`config.mk`:
```
export PLATFORM = sky130hd
export DESIGN_NAME = bk_pipelined_subtractor
export DESIGN_NICKNAME = d
export VERILOG_FILES = /design/src/rtl/bk_pipelined_subtractor.sv
export SDC_FILE = /design/constraint.sdc
export NUM_CORES = 1
export LEC_CHECK = 0
export CAP_MARGIN = 20
export CORE_MARGIN = 5
export CORE_UTILIZATION = 59
export CTS_BUF_LIST = sky130_fd_sc_hd__clkbuf_8
export CTS_CLUSTER_SIZE = 10
export DETAILED_ROUTE_END_ITERATION = 8
export HOLD_SLACK_MARGIN = 0.1
export PLACE_DENSITY_LB_ADDON = 0.1
export SLEW_MARGIN = 20
export SYNTH_ARGS = -nofsm -noshare
export SYNTH_HDL_FRONTEND = slang
export SYNTH_SLANG_ARGS = --single-unit
```
`constraint.sdc`:
```
create_clock -name CLK -period 9.08 [get_ports CLK]
set_input_delay 1.816 -clock CLK [delete_from_list [all_inputs] [get_ports CLK]]
set_output_delay 1.816 -clock CLK [all_outputs]
set_load 0.005 [all_outputs]
```
`src/rtl/bk_pipelined_subtractor.sv`:
```
// Three-stage pipelined unsigned subtractor D = X - Y built on a Brent-Kung prefix network
// (X + ~Y + 1) with valid/ready flow control. Define BKS_SATURATE_EN for a floor-at-zero D.
module bk_pipelined_subtractor #(
  parameter int WIDTH = 10
) (
  input  logic             CLK,
  input  logic             RSTn,
  input  logic             IN_VALID,
  output logic             IN_READY,
  input  logic [WIDTH-1:0] X,
  input  logic [WIDTH-1:0] Y,
  output logic             OUT_VALID,
  input  logic             OUT_READY,
  output logic [WIDTH-1:0] D,
  output logic             BORROW
);

  localparam int LEVELS = $clog2(WIDTH);

  logic v1_q, v1_d, v2_q, v2_d, v3_q, v3_d;
  logic adv1, adv2, adv3;

  logic [WIDTH-1:0] g1_q, g1_d, p1_q, p1_d;
  logic [WIDTH-1:0] g2_q, g2_d, p2_q, p2_d, pb2_q, pb2_d;
  logic [WIDTH-1:0] d_q, d_d;
  logic             borrow_q, borrow_d;

  logic [WIDTH-1:0] up_g, up_p, dn_g, dn_p, sum;
  logic [WIDTH:0]   carry;

  // A stage may take new contents when it is empty or its contents move on.
  always_comb begin
    adv3     = ~v3_q | OUT_READY;
    adv2     = ~v2_q | adv3;
    adv1     = ~v1_q | adv2;
    IN_READY = adv1;
    v1_d     = adv1 ? IN_VALID : v1_q;
    v2_d     = adv2 ? v1_q     : v2_q;
    v3_d     = adv3 ? v2_q     : v3_q;
  end

  // S1: per-bit generate/propagate of X + ~Y.
  always_comb begin
    // NOTE: every always_comb output gets a default first so no path leaves it unassigned (no latch).
    g1_d = g1_q;
    p1_d = p1_q;
    if (adv1 && IN_VALID) begin
      g1_d = X & ~Y;
      p1_d = X ^ ~Y;
    end
  end

  // S2: up-sweep; node j at level l spans bits [j : j-2^l+1].
  always_comb begin
    up_g = g1_q;
    up_p = p1_q;
    for (int l = 1; l <= LEVELS; l++) begin
      for (int j = (1 << l) - 1; j < WIDTH; j += (1 << l)) begin
        up_g[j] = up_g[j] | (up_p[j] & up_g[j - (1 << (l - 1))]);
        up_p[j] = up_p[j] & up_p[j - (1 << (l - 1))];
      end
    end
    g2_d  = g2_q;
    p2_d  = p2_q;
    pb2_d = pb2_q;
    if (adv2 && v1_q) begin
      g2_d  = up_g;
      p2_d  = up_p;
      pb2_d = p1_q;
    end
  end

  // S3: down-sweep fills the remaining prefixes, then carry-in of 1 is folded in.
  always_comb begin
    dn_g = g2_q;
    dn_p = p2_q;
    for (int l = LEVELS; l >= 1; l--) begin
      for (int j = (1 << l) + (1 << (l - 1)) - 1; j < WIDTH; j += (1 << l)) begin
        dn_g[j] = dn_g[j] | (dn_p[j] & dn_g[j - (1 << (l - 1))]);
        dn_p[j] = dn_p[j] & dn_p[j - (1 << (l - 1))];
      end
    end
    carry[0] = 1'b1;
    for (int i = 1; i <= WIDTH; i++) begin
      carry[i] = dn_g[i-1] | dn_p[i-1];
    end
    sum      = carry[WIDTH-1:0] ^ pb2_q;
    d_d      = d_q;
    borrow_d = borrow_q;
    if (adv3 && v2_q) begin
      borrow_d = ~carry[WIDTH];
`ifdef BKS_SATURATE_EN
      d_d      = carry[WIDTH] ? sum : '0;
`else
      d_d      = sum;
`endif
    end
  end

  // NOTE: sequential state uses non-blocking assignments so every flop samples pre-edge values.
  always_ff @(posedge CLK) begin
    if (!RSTn) begin
      v1_q     <= 1'b0;
      v2_q     <= 1'b0;
      v3_q     <= 1'b0;
      d_q      <= '0;
      borrow_q <= 1'b0;
    end else begin
      v1_q     <= v1_d;
      v2_q     <= v2_d;
      v3_q     <= v3_d;
      d_q      <= d_d;
      borrow_q <= borrow_d;
    end
  end

  // NOTE: internal operand registers are qualified by the valid bits, so they carry no reset.
  always_ff @(posedge CLK) begin
    g1_q  <= g1_d;
    p1_q  <= p1_d;
    g2_q  <= g2_d;
    p2_q  <= p2_d;
    pb2_q <= pb2_d;
  end

  assign OUT_VALID = v3_q;
  assign D         = d_q;
  assign BORROW    = borrow_q;

endmodule
```
# Word level (Yosys, flattened, before mapping)

Index checks and enable logic that the tools add are counted.

Register bits after elaboration: 64
Input bits: 24
Output and inout bits: 13

Bitwise operators: 63
Reduce and logical (&&, ||, !) cells: 3

Operators by type and width:

| cell               | number |
|---|---|
| 1-bit bitwise AND  | 28 |
| 1-bit OR           | 27 |
| 10-bit bitwise XOR | 2 |
| 10-bit bitwise AND | 1 |
| 10-bit NOT         | 1 |
| 1-bit NOT          | 4 |
| 1-bit logical AND  | 3 |

# Longest topological paths before layout

Depth after elaboration: 6
Mapped depth: 5
Gate-level depth less buffers: 3

# Least setup slack after synthesis

No wires, ideal clock.

Path kind: input to register
Start point: input OUT_READY
End point: register g2_q[0], enable pin
Library setup time: 0.446 ns
Arrival time: 3.995 ns
Data required time: 8.634 ns
Setup slack: 4.640 ns
Stages on the path: 4
Cells stage by stage: nor2b_4 buf_6 buf_2 a21boi_0

Longest elaborated chain between the ends: 3

Ends and longest elaborated chain:

| item                 | line | source |
|---|---|---|
| start, declared      | 13   | `input logic OUT_READY,` |
| 1-bit OR             | 33   | `adv3 = ~v3_q \| OUT_READY;` |
| 1-bit OR             | 34   | `adv2 = ~v2_q \| adv3;` |
| 1-bit logical AND    | 66   | `if (adv2 && v1_q) begin` |
| end signal, assigned | 121  | `g2_q <= g2_d;` |
| end, declared        | 24   | `logic [WIDTH-1:0] g2_q, g2_d, p2_q, p2_d, pb2_q, pb2_d;` |

Every way passes these cells.
A chain may end at the register's enable or synchronous reset.

# Worst setup path in the final report

Start point: input OUT_READY
End point: output IN_READY

Longest elaborated chain between the ends: 3

Ends and longest elaborated chain:

| item          | line | source |
|---|---|---|
| 1-bit OR      | 33   |  |
| 1-bit OR      | 34   |  |
| 1-bit OR      | 35   | `adv1 = ~v1_q \| adv2;` |
| end, declared | 9    | `output logic IN_READY,` |

Every way passes these cells.

==> out/metrics.yaml <==
hp-class: "register to register"
slew_headroom_pct: 50.6
syn_inst: 175
timing.fmax_mhz: 195
die_w_um: 73.7
leakage_nw: 1.09
vdd_drop_max_mv: 0.124
grtUsageMet2_pct: 30.6
min_from: "p1_q[8]$_DFFE_PP_"
drive_above_1_share_pct: 6.79
startpoint_type: "input pin"
via_count: 1534
grt-ovfl-total: 0
die_area_um2: 5430
fp.coreArea_um2: 3970
setup_tns_ps: 0
synth_fp_nets: 209
grt_pass1_vias: 1601
cp.required_ps: 7260
reg2reg_to: "D[2]$_SDFFE_PN0P_"
cts_tree: "built"
dp_hpwl_mm: 3.11
cts_repair_resize_count: 0
yosys_register_bits: 59
syn_area_per_cell_um2: 13.7
ant_nets: 0
crit_path_top_delay_cell: "clkdlybuf4s50_1"
tightest_slew_ps: 741
firstDrtPassIters: 4
grtUsageTotal_pct: 17.9
status: "completed"
cts_hold_buf: 0
htree_levels: 3
use_met1_pct: 19.7
grt_setup_unrepaired: "false"
grtUsageMet3_pct: 6.16
drt_first_iter_violations: 90
row_count: 23
path_depth: 4
routedWlPerCell_um: 15.8
path_clk_slew_ps: 50
p_int_uw: 438
cp.arrival_ps: 3310
p_switching_uw: 115
r2r.worst_path.cells: 3
post-route-util_pct: 74.7
drc: 0
timing.final.max_slew_violations: 0
p_clk_share_pct: 35.7
fin_crit_sh_pct: 56.4
cts.sinks: 59
place_congestion: 0.720
start_util_pct: 60.2
grt_max_degree: 26
grt.busiest_layer: "met2"
cp_cell_sequence: "clkdlybuf4s50_1 -> nor2b_4 -> nand3_1 -> clkdlybuf4s50_1"
max_cap_viol_count: 0
die_y_um: 73.7
p_seq_share_pct: 57.2
crit_family: "buffers and inverters"
ys_types: 34
cts_max_path_buffers: 2
io-pin-count: 37
clk_latency_ps: 320
whs_path_depth: 0
combPwrFrac_pct: 7.0
reg2reg_from: "v2_q$_SDFFE_PN0P_"
ys_warn_count: 0
grt_pass1_wl_mm: 7.15
crit_path_max_incr_delay_ps: 490
min_to: "p2_q[8]$_DFFE_PP_"
end_kind: "output pin"
ff2ff_setup_slack_ps: 7080
antenna_found_initial: 0
final_hold_viol_count: 0
yosysSeqAreaShare_pct: 68.2
cts_setup_buffers: 0
p_sw_share_pct: 20.8
synthesis.area_um2: 2390
port_buffers: 36
finClkSkew_ps: 9.31
critical_path.most_common_cell: "clkdlybuf4s50_1"
root_buffer: "clkbuf_8"
antenna_cells: 0
nets: 250
cts_buffers: 9
area_delta_synth_final_pct: 24.0
worst-path-max-fanout: 18
setup_viol: 0
p_per_area_nw_per_um2: 186
crit_type: "input pin to output pin"
routed_via_density: 5.66
min_period_ps: 5120
path_buf_inv: 2
drt_wl_total_mm: 4.29
worst max-delay path by stage:
stage	from	to	slack [ps]
2_1_floorplan	OUT_READY	g2_q[0]$_DFFE_PP_	4640
3_3_place_gp	OUT_READY	IN_READY	4020
3_5_place_dp	OUT_READY	IN_READY	3980
4_1_cts	OUT_READY	IN_READY	3990
5_1_grt	OUT_READY	IN_READY	3860
6_report	OUT_READY	IN_READY	3960
final cells by class:
cell class / instances / area, um^2
Sequential cell: 59 / 1630
Fill cell: 247 / 1000
Multi-Input combinational cell: 93 / 674
Timing Repair Buffer: 37 / 368
Clock buffer: 11 / 151
Tap cell: 50 / 62.6
Inverter: 16 / 60.1
Clock inverter: 5 / 18.8
power by group through the flow:
stage | clock, mW | sequential [mW] | combinational [mW]
floorplan | 0 | 0.319 | 0.0191
global placement | 0 | 0.321 | 0.0358
detailed placement | 0 | 0.322 | 0.0391
CTS | 0.202 | 0.317 | 0.0393
global route | 0.213 | 0.318 | 0.0434
finish | 0.198 | 0.317 | 0.0389
Yosys cell counts (all sizes together):
master	count	area, um^2
a2111oi	2	17.5
a21boi	2	15.0
a21o	3	22.5
a21oi	14	70.1
a311o	2	20.0
a311oi	1	8.76
a31oi	1	6.26
and2	5	31.3
and4	1	8.76
buf	6	41.3
clkbuf	1	3.75
clkinv	1	3.75
dfxtp	14	280
edfxtp	45	1350
ha	10	125
inv	15	56.3
nand2	4	15.0
nand2b	3	18.8
nand3	3	15.0
nand4	5	31.3
nand4b	1	8.76
nor2	1	3.75
nor2b	4	32.5
nor3	4	20.0
o2111ai	3	26.3
o211ai	5	37.5
o21a	3	22.5
o21ai	9	45.0
o311ai	3	26.3
or3	2	12.5
or4	2	15.0
flip-flops by register name, summed over array words and instances, names as in the netlist:
name,cells
v1_q,1
g1_q,10
D,10
p2_q,10
OUT_VALID,1
p1_q,10
v2_q,1
g2_q,10
pb2_q,5
BORROW,1
cell families (layout without fill, tap and decap cells):
group	Yosys count	in the layout	share of synthesized area [%]
compound gates	48	48	13.3
fa+ha+maj	10	10	5.23
buf+inv	23	69	4.39
flops	59	59	68.2
simple gates	35	35	8.89
cells in the final DEF (no fill, tap or decap):
| cell type | instances |
|---|---|
| a21boi_0 | 1 |
| a21oi_1 | 14 |
| clkdlybuf4s50_1 | 36 |
| a2111oi_0 | 2 |
| or4_1 | 2 |
| o21a_1 | 3 |
| nor2b_1 | 3 |
| a21o_1 | 3 |
| o21ai_0 | 9 |
| o211ai_1 | 5 |
| a311oi_1 | 1 |
| or3_1 | 2 |
| a311o_1 | 2 |
| inv_1 | 20 |
| nor3_1 | 4 |
| dfxtp_1 | 14 |
| buf_4 | 1 |
| nand4_1 | 5 |
| a21boi_2 | 1 |
| nor2b_4 | 1 |
| a31oi_4 | 1 |
| nand2_1 | 4 |
| o2111ai_1 | 3 |
| nand3_1 | 3 |
| edfxtp_1 | 45 |
| clkinv_1 | 1 |
| ha_1 | 10 |
| and4_1 | 1 |
| nand4b_1 | 1 |
| clkbuf_8 | 11 |
| nand2b_1 | 3 |
| nor2_1 | 1 |
| and2_1 | 5 |
| o311ai_0 | 3 |
metrics by stage:
stage                     std cells  setup slack [ps]  hold slack [ps]  instance area [um^2]  power [mW]
after floorplan                 175              4640              418                  2390       0.338
after global placement          255              4020              425                  2790       0.357
after detailed placement        255              3980              435                  2790       0.361
after CTS                       271              3990              447                  2960       0.557
after global routing            271              3860              460                  2970       0.575
final                           271              3960              449                  2970       0.553
layer usage:
layer | vias to the layer above | part of all wire, %
met2 | 48 | 50
met1 | 723 | 41
met4 | 0 | 2.2
met3 | 10 | 6.2
li1 | 753 | -
met5 | - | 0
(Power assumes the default switching activity.)
